--- src/rtl/data_formatter_pkg.sv ---
// Shared definitions for the data slicer: the controller state encoding and
// helpers that size the width-select and chunk-count fields from the input
// word width.
package data_formatter_pkg;

   typedef enum logic [1:0] {
      IDLE  = 2'd0,
      RUN   = 2'd1,
      DRAIN = 2'd2
   } state_e;

   // log2 of the widest slice, i.e. the largest meaningful width select
   function automatic int unsigned max_width_sel(input int unsigned low_dim_width);
      return $clog2(low_dim_width);
   endfunction

   // Bits needed to carry a width select in 0..log2(low_dim_width)
   function automatic int unsigned width_sel_bits(input int unsigned low_dim_width);
      return $clog2($clog2(low_dim_width) + 1);
   endfunction

endpackage

--- src/rtl/fifo_buffer.sv ---
// Small synchronous FIFO with a synchronous flush.
// Ports: clk_i clock; clr_i flush (pointers and count to zero);
//        push_i/data_i/full_o write side; pop_i/data_o/empty_o read side.
// With FallThrough=0 a word pushed in cycle N is visible at the output in N+1.
// A push while full is dropped; push and pop in the same cycle both apply.
module fifo_buffer #(
   parameter bit          FallThrough = 1'b0,
   parameter int unsigned DataWidth   = 8,
   parameter int unsigned FifoDepth   = 4,
   localparam int unsigned PtrW       = (FifoDepth > 1) ? $clog2(FifoDepth) : 1,
   localparam int unsigned CntW       = $clog2(FifoDepth + 1)
) (
   input  logic                 clk_i,
   input  logic                 clr_i,
   input  logic                 push_i,
   input  logic [DataWidth-1:0] data_i,
   output logic                 full_o,
   input  logic                 pop_i,
   output logic [DataWidth-1:0] data_o,
   output logic                 empty_o
);

   logic [DataWidth-1:0] r_mem [FifoDepth];
   logic [PtrW-1:0]      r_wr_ptr;
   logic [PtrW-1:0]      r_rd_ptr;
   logic [CntW-1:0]      r_count;
   logic                 w_mem_empty;
   logic                 w_full;
   logic                 w_bypass;
   logic                 w_do_push;
   logic                 w_do_pop;

   function automatic logic [PtrW-1:0] next_ptr(input logic [PtrW-1:0] p);
      return (p == PtrW'(FifoDepth - 1)) ? '0 : p + PtrW'(1);
   endfunction

   assign w_mem_empty = (r_count == '0);
   assign w_full      = (r_count == CntW'(FifoDepth));
   // in fall-through mode a word pushed and popped while empty never lands in memory
   assign w_bypass    = FallThrough && w_mem_empty && push_i && pop_i;
   assign w_do_push   = push_i && !w_full && !w_bypass;
   assign w_do_pop    = pop_i && !w_mem_empty;

   always_ff @(posedge clk_i) begin
      if (w_do_push) begin
         r_mem[r_wr_ptr] <= data_i;
      end
   end

   always_ff @(posedge clk_i) begin
      if (clr_i) begin
         r_wr_ptr <= '0;
         r_rd_ptr <= '0;
         r_count  <= '0;
      end else begin
         if (w_do_push) r_wr_ptr <= next_ptr(r_wr_ptr);
         if (w_do_pop)  r_rd_ptr <= next_ptr(r_rd_ptr);
         case ({w_do_push, w_do_pop})
            2'b10:   r_count <= r_count + CntW'(1);
            2'b01:   r_count <= r_count - CntW'(1);
            default: r_count <= r_count;
         endcase
      end
   end

   assign full_o  = w_full;
   assign empty_o = FallThrough ? (w_mem_empty && !push_i) : w_mem_empty;
   assign data_o  = (FallThrough && w_mem_empty) ? data_i : r_mem[r_rd_ptr];

endmodule

--- src/rtl/param_data_slicer.sv ---
// Cuts input words into 2^sel-bit slices (LSB chunk first), adds an address
// offset to each slice and queues the results as item-memory addresses.
//
// state | meaning
// IDLE  | waiting for start_i; configuration is captured on start
// RUN   | pushing one slice per cycle while input is valid and queue has room
// DRAIN | all slices pushed; done_o pulses when the queue runs empty
//
// Ports: clk_i/rst_i clock and sync reset; start_i/clr_i stream control;
//        sel_width_i, csr_elem_size_i, csr_addr_offset_i stream config;
//        lowdim_data_i/_valid_i/_ready_o input words;
//        addr_o/addr_valid_o/addr_ready_i address stream; busy_o, done_o status.
module param_data_slicer
   import data_formatter_pkg::*;
#(
   parameter int unsigned  LowDimWidth  = 64,
   parameter int unsigned  NumTotIm     = 1024,
   parameter int unsigned  FifoDepth    = 4,
   parameter int unsigned  CsrDataWidth = 32,
   localparam int unsigned ImAddrWidth  = $clog2(NumTotIm),
   localparam int unsigned WidthSelW    = width_sel_bits(LowDimWidth)
) (
   input  logic                    clk_i,
   input  logic                    rst_i,
   input  logic                    start_i,
   input  logic                    clr_i,
   input  logic [WidthSelW-1:0]    sel_width_i,
   input  logic [CsrDataWidth-1:0] csr_elem_size_i,
   input  logic [ImAddrWidth-1:0]  csr_addr_offset_i,
   input  logic [LowDimWidth-1:0]  lowdim_data_i,
   input  logic                    lowdim_data_valid_i,
   output logic                    lowdim_data_ready_o,
   output logic [ImAddrWidth-1:0]  addr_o,
   output logic                    addr_valid_o,
   input  logic                    addr_ready_i,
   output logic                    busy_o,
   output logic                    done_o
);

   localparam int unsigned          ChunkW = max_width_sel(LowDimWidth) + 1;
   localparam logic [WidthSelW-1:0] SelMax = WidthSelW'(max_width_sel(LowDimWidth));

   state_e                  r_state;
   state_e                  w_state_nxt;
   logic [WidthSelW-1:0]    r_sel;
   logic [CsrDataWidth-1:0] r_elem_size;
   logic [CsrDataWidth-1:0] r_elem_cnt;
   logic [ImAddrWidth-1:0]  r_offset;
   logic [ChunkW-1:0]       r_chunk_cnt;

   logic                    w_abort;
   logic                    w_start;
   logic                    w_done;
   logic [ChunkW-1:0]       w_last_chunk_idx;
   logic [ChunkW-1:0]       w_width;
   logic [ChunkW-1:0]       w_bit_off;
   logic [LowDimWidth-1:0]  w_mask;
   logic [ImAddrWidth-1:0]  w_slice_addr;
   logic                    w_last_chunk;
   logic                    w_last_elem;
   logic                    w_push;
   logic                    w_pop;
   logic                    w_word_done;
   logic                    w_fifo_full;
   logic                    w_fifo_empty;
   logic [ImAddrWidth-1:0]  w_fifo_data;

   assign w_abort = rst_i || clr_i;
   assign w_start = (r_state == IDLE) && start_i && !w_abort;

   assign w_last_chunk_idx = (ChunkW'(1) << (SelMax - r_sel)) - ChunkW'(1);
   assign w_width          = ChunkW'(1) << r_sel;
   assign w_bit_off        = r_chunk_cnt << r_sel;
   // a full-word slice shifts every bit out, leaving an all-ones mask
   assign w_mask           = ~({LowDimWidth{1'b1}} << w_width);
   // zero-extend or truncate the slice to an address, then wrap-add the offset
   assign w_slice_addr     = ImAddrWidth'((lowdim_data_i >> w_bit_off) & w_mask) + r_offset;

   assign w_last_chunk = (r_chunk_cnt == w_last_chunk_idx);
   assign w_last_elem  = (r_elem_cnt == r_elem_size - CsrDataWidth'(1));
   assign w_push       = (r_state == RUN) && lowdim_data_valid_i && !w_fifo_full && !w_abort;
   assign w_pop        = !w_fifo_empty && addr_ready_i;
   assign w_word_done  = w_push && (w_last_chunk || w_last_elem);

   always_comb begin
      w_state_nxt = r_state;
      w_done      = 1'b0;
      case (r_state)
         IDLE:    if (start_i) w_state_nxt = (csr_elem_size_i == '0) ? DRAIN : RUN;
         RUN:     if (w_push && w_last_elem) w_state_nxt = DRAIN;
         DRAIN: begin
            if (w_fifo_empty) begin
               w_state_nxt = IDLE;
               w_done      = 1'b1;
            end
         end
         default: w_state_nxt = IDLE;
      endcase
      if (w_abort) begin
         w_state_nxt = IDLE;
         w_done      = 1'b0;
      end
   end

   always_ff @(posedge clk_i) begin
      if (rst_i) r_state <= IDLE;
      else       r_state <= w_state_nxt;
   end

   always_ff @(posedge clk_i) begin
      if (w_abort) begin
         r_sel       <= '0;
         r_elem_size <= '0;
         r_offset    <= '0;
         r_elem_cnt  <= '0;
         r_chunk_cnt <= '0;
      end else if (w_start) begin
         r_sel       <= (sel_width_i > SelMax) ? SelMax : sel_width_i;
         r_elem_size <= csr_elem_size_i;
         r_offset    <= csr_addr_offset_i;
         r_elem_cnt  <= '0;
         r_chunk_cnt <= '0;
      end else if (w_done) begin
         r_elem_cnt  <= '0;
         r_chunk_cnt <= '0;
      end else if (w_push) begin
         r_elem_cnt  <= r_elem_cnt + CsrDataWidth'(1);
         r_chunk_cnt <= w_word_done ? '0 : r_chunk_cnt + ChunkW'(1);
      end
   end

   fifo_buffer #(
      .FallThrough (1'b0),
      .DataWidth   (ImAddrWidth),
      .FifoDepth   (FifoDepth)
   ) u_fifo (
      .clk_i   (clk_i),
      .clr_i   (w_abort),
      .push_i  (w_push),
      .data_i  (w_slice_addr),
      .full_o  (w_fifo_full),
      .pop_i   (w_pop),
      .data_o  (w_fifo_data),
      .empty_o (w_fifo_empty)
   );

   assign lowdim_data_ready_o = w_word_done;
   // storage is not reset, so hide stale contents while nothing is queued
   assign addr_o              = w_fifo_empty ? '0 : w_fifo_data;
   assign addr_valid_o        = !w_fifo_empty;
   assign busy_o              = (r_state != IDLE);
   assign done_o              = w_done;

endmodule

--- config.mk ---
export PLATFORM = sky130hd
export DESIGN_NAME = param_data_slicer
export DESIGN_NICKNAME = d
export VERILOG_FILES = /design/src/rtl/data_formatter_pkg.sv /design/src/rtl/fifo_buffer.sv /design/src/rtl/param_data_slicer.sv
export SDC_FILE = /design/constraint.sdc
export NUM_CORES = 1
export LEC_CHECK = 0
export CAP_MARGIN = 30
export CORE_AREA = 2 2 131 133
export CTS_BUF_LIST = sky130_fd_sc_hd__clkbuf_16
export CTS_CLUSTER_SIZE = 12
export DETAILED_ROUTE_END_ITERATION = 7
export DIE_AREA = 0 0 133 135
export GPL_ROUTABILITY_DRIVEN = 0
export PLACE_DENSITY = 0.86
export SLEW_MARGIN = 20
export SYNTH_ARGS = -nofsm -noshare
export SYNTH_HDL_FRONTEND = slang
export SYNTH_HIERARCHICAL = 1
export SYNTH_SLANG_ARGS = --single-unit
--- constraint.sdc ---
create_clock -name clk_i -period 7.1 [get_ports clk_i]
set_clock_uncertainty 0.1 [all_clocks]
set_input_delay 1.42 -clock clk_i [delete_from_list [all_inputs] [get_ports clk_i]]
set_output_delay 1.42 -clock clk_i [all_outputs]
set_load 0.005 [all_outputs]
==> results of run 1 <==
==> registers in the layout, indices dropped and copies added (netlist names), named ones only <==
register,cells
u_fifo/r_mem,40
r_sel,3
u_fifo/r_rd_ptr,2
r_state,2
u_fifo/r_count,3
u_fifo/r_wr_ptr,2
r_offset,10
r_elem_size,32
r_chunk_cnt,7
r_elem_cnt,32
==> cells in the mapped netlist (4+ instances only) <==
master / n
a21oi_1: 91
nor3b_1: 4
nor3_1: 25
clkbuf_1: 55
buf_1: 8
dfxtp_1: 95
or4_1: 5
xor2_1: 42
a211oi_1: 14
and2_1: 4
a21o_1: 5
o21ai_0: 31
nand4_1: 15
inv_1: 23
nand2b_1: 6
or3_1: 19
nor2_1: 73
and3_1: 10
nor2b_1: 25
mux2i_1: 128
nor4_1: 16
xnor2_1: 35
mux4_2: 27
a32oi_1: 4
o31ai_1: 7
a31oi_1: 9
nand3_1: 26
buf_2: 16
nand2_1: 172
o32ai_1: 5
o22ai_1: 7
edfxtp_1: 40
ha_1: 19
mux2_2: 4
==> critical path, cell delays in order <==
cell             delay, ns
clkdlybuf4s50_1       0.41
nor3_1                0.28
and2_1                0.20
buf_4                 0.25
o2111ai_1             0.13
a2111oi_0             0.26
and3_1                0.20
nand4_1               0.21
o21ai_4               0.34
clkdlybuf4s50_1       0.59
==> where the power goes <==
part	internal [W]	switching (W)	total (W)	leakage (nW)
clock network	0.000517	0.000345	0.000862	0.278
registers	0.000803	0.0000150	0.000818	1.14
logic	0.000153	0.000161	0.000314	2.86
total	0.00147	0.000520	0.00199	4.27
==> metrics by stage <==
| step | instance area (um2) | hold WS [ns] | utilization [%] | cells | setup slack [ns] |
|---|---|---|---|---|---|
| floorplan | 9910 | 0.337 | - | 1139 | 2.52 |
| global placement | 11300 | 0.349 | 68.6 | 1419 | 1.39 |
| detailed placement | 11300 | 0.355 | 68.8 | 1420 | 1.33 |
| CTS | 11900 | 0.363 | 72.3 | 1452 | 1.26 |
| global route | 11900 | 0.397 | 72.4 | 1453 | 0.975 |
| finish | 11900 | 0.364 | 72.4 | 1453 | 1.27 |
==> layer usage <==
| layer | GRT usage [%] | up-vias | wire length (um) |
|---|---|---|---|
| met5 | 0 | - | 0 |
| met4 | 8.06 | 0 | 500 |
| met3 | 5.44 | 64 | 1930 |
| met2 | 46.5 | 436 | 11800 |
| met1 | 39.1 | 4252 | 11200 |
| li1 | - | 4320 | - |
==> cell type report <==
type | instances | share of cell area [%]
Timing Repair Buffer | 143 | 12.0
Inverter | 23 | 0.727
Multi-Input combinational cell | 900 | 53.9
Tap cell | 220 | 2.32
Sequential cell | 135 | 26.1
Clock buffer | 17 | 3.58
Clock inverter | 15 | 1.29
==> cell families after synthesis <==
family                     Yosys count
buffers and inverters              104
muxes                              159
xor gates and xnor gates            78
AOI/OAI and AO/OA                  211
adders and majority gates           21
DFF                                135
and+or+nand+nor                    431
==> placed cells by master (no fill, tap or decap), types with 16 or more instances in the layout <==
cell               n
a21oi_1           91
clkbuf_16         17
clkdlybuf4s50_1  128
dfxtp_1           95
edfxtp_1          40
ha_1              19
inv_1             24
mux2i_1          128
mux4_2            27
nand2_1          172
nand3_1           26
nor2_1            72
nor2b_1           25
nor3_1            25
nor4_1            16
o21ai_0           31
or3_1             19
xnor2_1           35
xor2_1            42
==> path summary, 6_finish.rpt <==
path / slack, ns / cells past startpoint / start / end
worst max-delay path: 1.27 / 10 / clr_i / lowdim_data_ready_o
worst min-delay path: 0.36 / 2 / r_offset[0] / r_offset[0]
worst max register to register: 1.52 / 17 / r_sel[0] / u_fifo/r_mem[0][9]
worst min register to register: 0.36 / 2 / r_offset[0] / r_offset[0]
==> results.json, run 1 <==
{
  "start_util_pct": 60.4,
  "drt-initial-drc-count": 1129,
  "critPathKind": "primary input to primary output",
  "syn_nets": 1275,
  "cts.sinks": 135,
  "cts_root_buffer": "clkbuf_16",
  "io_buffers": 128,
  "yosys.area_share.simple_pct": 21.7,
  "grt_pass1_wl_um": 41700,
  "vdd_drop_max_mv": 0.188,
  "rsz0062_at_grt": "false",
  "synth_top_family_by_area": "simple AND/OR/NAND/NOR gates",
  "hold_buffers": 0,
  "hold_class": "register to register",
  "fmax_ghz": 0.171,
  "required_ns": 5.58,
  "grt_max_degree": 74,
  "ys_top_cells_by_area": "dfxtp_1 (19%), mux2i_1 (13%), edfxtp_1 (12%), nand2_1 (6.5%), mux4_2 (6.1%)",
  "grt_pass1_vias": 8640,
  "die_area_um2": 18000,
  "drv_slew": 0,
  "clk_latency_ns": 0.43,
  "crit_path_end_kind": "primary output",
  "synthAdderAreaFrac_pct": 2.80,
  "cts_resized": 0,
  "vias": 9072,
  "netlist_area_um2": 9910,
  "synthDistinctLibCells": 82,
  "tritoncts": "built",
  "drive_gt1_share_pct": 8.43,
  "path_clk_slew_ns": 0.06,
  "setup_violations": 0,
  "avgSynthCellArea_um2": 8.70,
  "power_w": 0.00199,
  "outcome": "finished, final reports clean",
  "antenna_found_initial": 0,
  "wirelength_um": 25500,
  "period_share_pct": 82.2,
  "drc": 0,
  "synth_compound_area_share_pct": 13.3,
  "firstDrtPassIters": 7,
  "synth_top_area_share_pct": 19.2,
  "num_rows": 47,
  "wl_per_cell_um": 17.5,
  "synth_top_area_cell": "dfxtp_1",
  "num_antenna_cells": 0,
  "die_w_um": 133,
  "p_per_area_nw_per_um2": 168,
  "fin_crit_ns": 5.83,
  "ctsLongestPathBuffers": 2,
  "path_max_fanout": 22,
  "hold_viol_final": 0,
  "drtAntennaViolNets": 0,
  "ys_warn_count": 6,
  "io_pins": 129,
  "grt_overflow": 0,
  "area_growth_syn_to_layout_pct": 19.9,
  "cap_violations": 0,
  "crit_arrival_ns": 4.31,
  "grt_usage_pct": 28.6,
  "synth_seq_cells": 135,
  "core_area_um2": 16400,
  "startpoint_type": "primary input",
  "synth-seq-area-share_pct": 31.3,
  "p_leak_nw": 4.27,
  "avgViaCountPerCell": 6.24,
  "slew_headroom_pct": 38.1,
  "multi_input_area_um2": 6400,
  "htree_levels": 4,
  "nets": 1356,
  "worst_pin_slew_ns": 0.928,
  "syn_inst": 1139,
  "fill_cells": 1194,
  "die_h_um": 135,
  "seq_area_um2": 3100,
  "yosys-mux-area-fraction_pct": 19.5,
  "synth_edf_count": 40,
  "synth_xor_area_share_pct": 7.05,
  "dpl.hpwl_um": 18400,
  "cts_setup_buffers": 0,
  "synth-main-ff-cell": "dfxtp_1",
  "numCtsBuffers": 17,
  "fin_tns_setup_ns": 0,
  "ys_async_sr_fraction_pct": 0
}
(Power assumes the default switching activity.)
==> inputs of run 2 (changes only) <==
--- a/config.mk
+++ b/config.mk
@@ -6,13 +6,13 @@
 export NUM_CORES = 1
 export LEC_CHECK = 0
 export CAP_MARGIN = 30
-export CORE_AREA = 2 2 131 133
+export CORE_AREA = 2 2 143 145
 export CTS_BUF_LIST = sky130_fd_sc_hd__clkbuf_16
 export CTS_CLUSTER_SIZE = 12
 export DETAILED_ROUTE_END_ITERATION = 7
-export DIE_AREA = 0 0 133 135
+export DIE_AREA = 0 0 145 147
 export GPL_ROUTABILITY_DRIVEN = 0
-export PLACE_DENSITY = 0.86
+export PLACE_DENSITY = 0.76
 export SLEW_MARGIN = 20
 export SYNTH_ARGS = -nofsm -noshare
 export SYNTH_HDL_FRONTEND = slang
==> constraint.sdc (replaced) <==
create_clock -name clk_i -period 5 [get_ports clk_i]
set_clock_uncertainty 0.1 [all_clocks]
set_input_delay 1 -clock clk_i [delete_from_list [all_inputs] [get_ports clk_i]]
set_output_delay 1 -clock clk_i [all_outputs]
set_load 0.005 [all_outputs]
==> results.json, run 2 (synthesized netlist as in run 1, its figures left out) <==
{
  "htree_levels": 4,
  "wirelength_um": 25900,
  "layout_commonest_cell": "nand2_1",
  "top_layer": "met4",
  "numCtsBuffers": 17,
  "hold_viol_final": 0,
  "multi_input_area_um2": 6490,
  "grt_overflow": 0,
  "wl_per_cell_um": 17.0,
  "p_clk_share_pct": 44.9,
  "seq_power_share_pct": 39.3,
  "io_pins": 129,
  "die_h_um": 147,
  "hold_class": "register to register",
  "intPower_w": 0.00221,
  "vias": 8940,
  "drv_slew": 0,
  "num_rows": 52,
  "switchingPower_w": 0.000741,
  "crit_slowest_cell": "or4_4",
  "core_area_um2": 19800,
  "grt_pass1_wl_um": 42500,
  "firstDrtPassIters": 5,
  "start_util_pct": 49.9,
  "area_growth_syn_to_layout_pct": 23.8,
  "drive_gt1_share_pct": 11.0,
  "wl_met1_um": 12000,
  "startpoint_type": "register",
  "setup_violations": 0,
  "fin_tns_setup_ns": 0,
  "required_ns": 3.90,
  "io_buffers": 128,
  "crit_path_end_kind": "primary output",
  "reg_top3": "u_fifo/r_mem x40, r_elem_cnt x32, r_elem_size x32",
  "largest_reg_flops": 40,
  "fin_crit_ns": 4.88,
  "outcome": "finished, final reports clean",
  "drt-initial-drc-count": 764,
  "regMostFlops": "u_fifo/r_mem",
  "finalWorstSetupSlack_ns": 0.123,
  "die_w_um": 145,
  "vdd_drop_max_mv": 0.139,
  "avgViaCountPerCell": 5.87,
  "clk_latency_ns": 0.42,
  "rrSetupSlack_ns": 0.36,
  "nets": 1377,
  "critPathMaxStageDelay_ns": 0.57,
  "power_w": 0.00295,
  "path_clk_slew_ns": 0.06,
  "instances_no_fill": 1524,
  "whs_ns": 0.367,
  "crit_start": "r_elem_size[2]",
  "dp_worst_setup_slack_ns": 0.110,
  "fill_cells": 1667,
  "num_antenna_cells": 0,
  "cts.sinks": 135,
  "seq_area_um2": 3110,
  "cap_violations": 0,
  "cts_root_buffer": "clkbuf_16",
  "place_inst": 1488,
  "hold_buffers": 0,
  "antenna_found_initial": 0,
  "rr_worst_depth": 17,
  "crit_arrival_ns": 3.78,
  "tritoncts": "built",
  "met3_length_um": 1560,
  "dr_wl_met2_um": 12000,
  "timing.rr.start": "r_sel[1]",
  "dpl.hpwl_um": 19000,
  "whs_path_depth": 2,
  "reg2reg_to": "u_fifo/r_mem[0][9]",
  "path_max_fanout": 8,
  "fmax_ghz": 0.205,
  "drc": 0,
  "p_per_area_nw_per_um2": 241,
  "drtAntennaViolNets": 0,
  "die_area_um2": 21300,
  "setup.worst_path.end": "lowdim_data_ready_o",
  "rsz0062_at_grt": "false",
  "slew_headroom_pct": 44.5,
  "p_leak_nw": 4.43,
  "grt_max_degree": 56,
  "grt_usage_pct": 24.1,
  "cp_cell_sequence": "or4_4 -> nor4_4 -> nand2_2 -> or3_1 -> o31ai_1 -> nand4_1 -> o21ai_4 -> clkdlybuf4s50_1",
  "ctsLongestPathBuffers": 2,
  "worst_pin_slew_ns": 0.826,
  "period_share_pct": 97.5,
  "pwr-share-comb_pct": 15.8,
  "layout_common_cells": "nand2_1 (172), clkdlybuf4s50_1 (128), mux2i_1 (127), dfxtp_1 (93), a21oi_1 (91)",
  "critPathKind": "register to primary output",
  "grt_pass1_vias": 8456,
  "p_sw_share_pct": 25.1
}
==> run 2: cell count changes in the layout (fill, tap and decap cells not counted), sizes merged <==
cell,change
bufinv,+2
inv,-4
buf,+20
clkinvlp,-3
clkinv,+5
nor2,+1
==> run 2: layout make-up <==
type,count,area share [%]
Clock inverter,15,1.66
Clock buffer,17,3.47
Timing Repair Buffer,163,13.2
Sequential cell,135,25.3
Inverter,23,0.704
Tap cell,270,2.75
Multi-Input combinational cell,901,52.9
==> run 2: how the worst min path moves through the flow <==
stage / endpoint / from / slack (ns)
6_report: r_offset[4] / r_offset[4] / 0.37
3_5_place_dp: r_elem_size[31] / r_elem_size[31] / 0.36
3_3_place_gp: r_offset[8] / r_offset[8] / 0.35
2_1_floorplan: r_offset[9] / r_offset[9] / 0.34
4_1_cts: r_offset[4] / r_offset[4] / 0.37
5_1_grt: r_offset[4] / r_offset[4] / 0.39
==> run 2: power by group through the flow <==
| stage | clock, W | sequential (W) | combinational (W) |
|---|---|---|---|
| 2_1_floorplan | 0 | 0.00117 | 0.000263 |
| 3_3_place_gp | 0 | 0.00118 | 0.000435 |
| 3_5_place_dp | 0 | 0.00118 | 0.000441 |
| 4_1_cts | 0.00134 | 0.00116 | 0.000445 |
| 5_1_grt | 0.00139 | 0.00116 | 0.000508 |
| 6_report | 0.00133 | 0.00116 | 0.000467 |
==> run 2: routing by layer <==
metal	up-vias	track usage [%]
met3	42	3.98
met5	-	0
met2	334	38.7
met1	4213	34.0
met4	0	6.04
li1	4351	-
==> run 2: repair_timing <==
action,in CTS,in global routing
setup endpoints to repair,1,9
gates cloned,0,1
pin swaps,0,2
gates resized for setup,0,16
setup buffers,1,1
==> run 2: worst max-delay path: cells and delay by family (launching register included) <==
family | cells | cell delay (ns)
flops | 1 | 0.41
buf+inv | 1 | 0.54
compound gates | 2 | 0.71
simple gates | 5 | 1.69
==> run 2: stage by stage <==
stage               area (um2)  utilization, %
floorplan                 9910               -
global placement         11500            58.0
detailed placement       11500            58.0
CTS                      12100            61.2
global route             12300            61.8
finish                   12300            61.8
==> edit 1: new RTL, config.mk and constraints of run 1 <==
Add an input register stage for `csr_addr_offset_i`, cleared by the reset; this delays it by one clock. The other inputs are not delayed to match.
--- a/src/rtl/param_data_slicer.sv
+++ b/src/rtl/param_data_slicer.sv
@@ -39,6 +39,16 @@
 
    localparam int unsigned          ChunkW = max_width_sel(LowDimWidth) + 1;
    localparam logic [WidthSelW-1:0] SelMax = WidthSelW'(max_width_sel(LowDimWidth));
+
+   logic [ImAddrWidth-1:0] csr_addr_offset_q;
+
+   always_ff @(posedge clk_i) begin
+      if (rst_i) begin
+         csr_addr_offset_q <= '0;
+      end else begin
+         csr_addr_offset_q <= csr_addr_offset_i;
+      end
+   end
 
    state_e                  r_state;
    state_e                  w_state_nxt;
@@ -117,7 +127,7 @@
       end else if (w_start) begin
          r_sel       <= (sel_width_i > SelMax) ? SelMax : sel_width_i;
          r_elem_size <= csr_elem_size_i;
-         r_offset    <= csr_addr_offset_i;
+         r_offset    <= csr_addr_offset_q;
          r_elem_cnt  <= '0;
          r_chunk_cnt <= '0;
       end else if (w_done) begin
Formal check against the unedited RTL: not equivalent (a bounded check fails within 4 cycles, from zero or initial values and one cycle with rst_i high).
==> edit 1 against run 1 <==
  * Routed wire length increased by 10%
  * Largest power group unchanged
  * Register-to-register slack got worse by 0.17 ns
  * Cell area is 6.6% higher
  * Sequential cell count increased by 10
  * Core utilization is 4.8 points higher
  * Synthesized area increased by 7.7%
  * Sequential share of layout area about the same
  * Power rose by 6.7%
  * Global-route usage increased by 3.4 points
  * Critical endpoint unchanged
  * Worst setup slack lost 0.48 ns
==> edit 1: results (changes against run 1) <==
metric;value;unit;change
min_from;csr_addr_offset_q[7]$_SDFF_PP0_;;
worst_slew_pin_slew;0.932;ns;+0.00414 ns
wl_met3;2.06;mm;+6.6%
reg2reg_from;r_sel[1]$_SDFFE_PN0P_;;
internal-power;1580;uW;+6.9%
powerSeq;876;uW;+7.1%
synthesis.nets;1380;;+8.2%
grt_pass1_wl;46.0;mm;+10%
p_sw;553;uW;+6.3%
synth-xor-area-share;6.78;%;-0.27 points
outcome;finished clean;;
place_inst;1525;;+7.4%
grt_util_met2;54.1;%;+7.5 points
crit_fanout;11;;-50%
reg2reg_slack;1.35;ns;-0.17 ns
viasPerCell;6.33;;+1.3%
worst-r2r-cell-count;19;;+2
fin_crit;6.31;ns;+0.478 ns
drtIter0Drc;974;;-14%
synth_area_per_cell;8.57;um2;-1.4%
worstPathArrival;4.79;ns;+0.48 ns
synth.area.top_cells;dfxtp_1 20%, edfxtp_1 11%, mux2i_1 11%;;
grt_max_degree;56;;-24%
hold_ws;0.335;ns;-0.0291 ns
wire_per_inst;18.0;um;+2.9%
route.met2.wl;13.6;mm;+15%
drive_gt1_share;9.27;%;+0.84 points
cts_max_level;4;;unchanged
wirelength_met1;11.6;mm;+3.7%
use_met1;40.4;%;+1.3 points
grt_pass1_vias;9461;;+9.5%
peakVddDrop;0.155;mV;-17%
synth.area.mux_share;17.6;%;-1.9 points
synth_compound_area_share;12.2;%;-1.2 points
place_area;12000;um2;+6.8%
grtUsageTotal;31.9;%;+3.4 points
p_leak;0.00478;uW;+12%
met3_usage;5.93;%;+0.49 points
fillers;1125;;-5.8%
ys_seq_area_share;31.0;%;-0.35 points
crit_start;rst_i;;
synth_fa_ha_area_share;2.60;%;-0.20 points
synth_cell_type_count;85;;+3.7%
yosys-top-cells-count;219 x nand2_1, 119 x mux2i_1, 105 x dfxtp_1;;
final_cell_count_no_fill;1557;;+7.2%
hpwl;20.5;mm;+12%
edit 1: cell types whose count changed after synthesis, sizes merged, moves of 6 or more:
cell and change:
nand3b +6, o211ai +8, dfxtp +10, nand2 +48, mux2i -9, xor2 -6, a21oi -12, buf +12
xnor2 +9, or3 -7, and3 +17, o21ai -12
edit 1: worst max-delay path, stage by stage:
cell and delay (ns):
clkdlybuf4s50_1 0.40, buf_4 0.18, nor2_1 0.22, inv_1 0.08
or3_1 0.50, inv_1 0.13, nand4_1 0.10, nor3_2 0.19
o2111ai_1 0.12, or4_4 0.56, nor3_4 0.23, nand2b_1 0.14
clkdlybuf4s50_1 0.50
edit 1: final cells by class:
cell class / count / area (um2) / area share [%]
clock buffers: 17 / 425 / 3.36
flip-flops and latches: 145 / 3300 / 26.1
repair buffers: 153 / 1500 / 11.9
well taps: 220 / 275 / 2.17
multi-input cells: 982 / 6880 / 54.3
inverters: 25 / 93.8 / 0.741
clock inverters: 15 / 184 / 1.45
==> edit 2: new RTL, flow settings as in run 1 <==
Made on the original files. `FifoDepth` is set to 4 in 2 places; all go to 8.
--- a/src/rtl/fifo_buffer.sv
+++ b/src/rtl/fifo_buffer.sv
@@ -6,7 +6,7 @@
 module fifo_buffer #(
    parameter bit          FallThrough = 1'b0,
    parameter int unsigned DataWidth   = 8,
-   parameter int unsigned FifoDepth   = 4,
+   parameter int unsigned FifoDepth   = 8,
    localparam int unsigned PtrW       = (FifoDepth > 1) ? $clog2(FifoDepth) : 1,
    localparam int unsigned CntW       = $clog2(FifoDepth + 1)
 ) (
--- a/src/rtl/param_data_slicer.sv
+++ b/src/rtl/param_data_slicer.sv
@@ -15,7 +15,7 @@
 #(
    parameter int unsigned  LowDimWidth  = 64,
    parameter int unsigned  NumTotIm     = 1024,
-   parameter int unsigned  FifoDepth    = 4,
+   parameter int unsigned  FifoDepth    = 8,
    parameter int unsigned  CsrDataWidth = 32,
    localparam int unsigned ImAddrWidth  = $clog2(NumTotIm),
    localparam int unsigned WidthSelW    = width_sel_bits(LowDimWidth)
Behaviour: not the same (a bounded check fails within 10 cycles, from zero or initial values).
==> edit 2 against run 1 <==
  * Via count is 16% higher
  * Die area stayed put
  * Sequential share of layout area is 5.8 points higher
  * Global-route usage is 8.6 points higher
  * Critical endpoint unchanged
  * Sequential cell count is 44 higher
  * First-iteration DRC count is 44% higher
  * Cell area is 16% higher
  * Power is 20% higher
  * Critical path depth stayed put
  * Routed wire length is 30% higher
  * Largest cell class unchanged
  * Register-to-register slack worse by 0.28 ns
  * Synthesized area is 18% higher
  * Worst setup slack worse by 0.078 ns
  * Final cell count is 6.2% higher
==> edit 2: results (changes against run 1) <==
metric;value;unit;change
outcome;finished clean;;
fin_crit;5.91;ns;+0.0776 ns
worst-r2r-cell-count;16;;-1
drtIter0Drc;1627;;+44%
p_leak;0.00486;uW;+14%
synthCells;1227;;+7.7%
grt_pass1_vias;9928;;+15%
grt_pass1_wl;52.2;mm;+25%
place_area;13100;um2;+16%
crit_fanout;16;;-27%
synth.area.top_cells;edfxtp_1 21%, dfxtp_1 17%, mux2i_1 11%;;
ys_seq_area_share;37.6;%;+6.3 points
use_met1;48.3;%;+9.2 points
dp_slack;1.25;ns;-0.0765 ns
min_from;r_offset[4]$_SDFFE_PN0P_;;
viasPerCell;6.79;;+8.8%
nets;1446;;+6.6%
first_pass_iters;6;;-1
drive_gt1_share;10.2;%;+1.8 points
route.met2.wl;15.7;mm;+33%
max_slew_margin;31.9;%;-6.2 points
hpwl;22.0;mm;+20%
peakVddDrop;0.181;mV;-3.5%
drt_wl_total;33.0;mm;+30%
wl_met3;3.63;mm;+88%
worstPathArrival;4.39;ns;+0.08 ns
holdPathEnd;r_offset[4]$_SDFFE_PN0P_;;
reg2reg_slack;1.24;ns;-0.28 ns
grt_util_met2;62.2;%;+16 points
clk_latency;0.45;ns;+0.02 ns
yosys-top-cells-count;176 x nand2_1, 129 x mux2i_1, 99 x dfxtp_1;;
rr_endpoint;u_fifo/r_mem[2][9]$_DFFE_PP_;;
final_cell_count_no_fill;1543;;+6.2%
synth_edf_count;80;;+100%
grtUsageTotal;37.2;%;+8.6 points
fillers;940;;-21%
## edit 2: cell type report
| cell class | instances | area (um2) | share of cell area (%) |
|---|---|---|---|
| multi-input cells | 946 | 6920 | 50.4 |
| well taps | 220 | 275 | 2.00 |
| clock buffers | 17 | 425 | 3.10 |
| clock inverters | 15 | 185 | 1.35 |
| flip-flops and latches | 179 | 4380 | 31.9 |
| repair buffers | 150 | 1480 | 10.8 |
| inverters | 16 | 60.1 | 0.437 |
## edit 2: power by group
| part | total (uW) | internal [uW] | switching (uW) |
|---|---|---|---|
| combinational | 325 | 154 | 171 |
| sequential | 1100 | 1090 | 16.3 |
| clock | 970 | 507 | 463 |
| total | 2400 | 1750 | 650 |
## edit 2: cell families (layout without fill, tap and decap cells)
kind of cell    Yosys count  in the layout  synth area share, %
xor+xnor                 79             79                 6.06
simple gates            449            449                 19.2
compound gates          216            216                 11.6
flops                   179            179                 37.6
fa+ha+maj                21             21                 2.32
buf+inv                 102            198                 3.61
mux                     181            181                 19.7
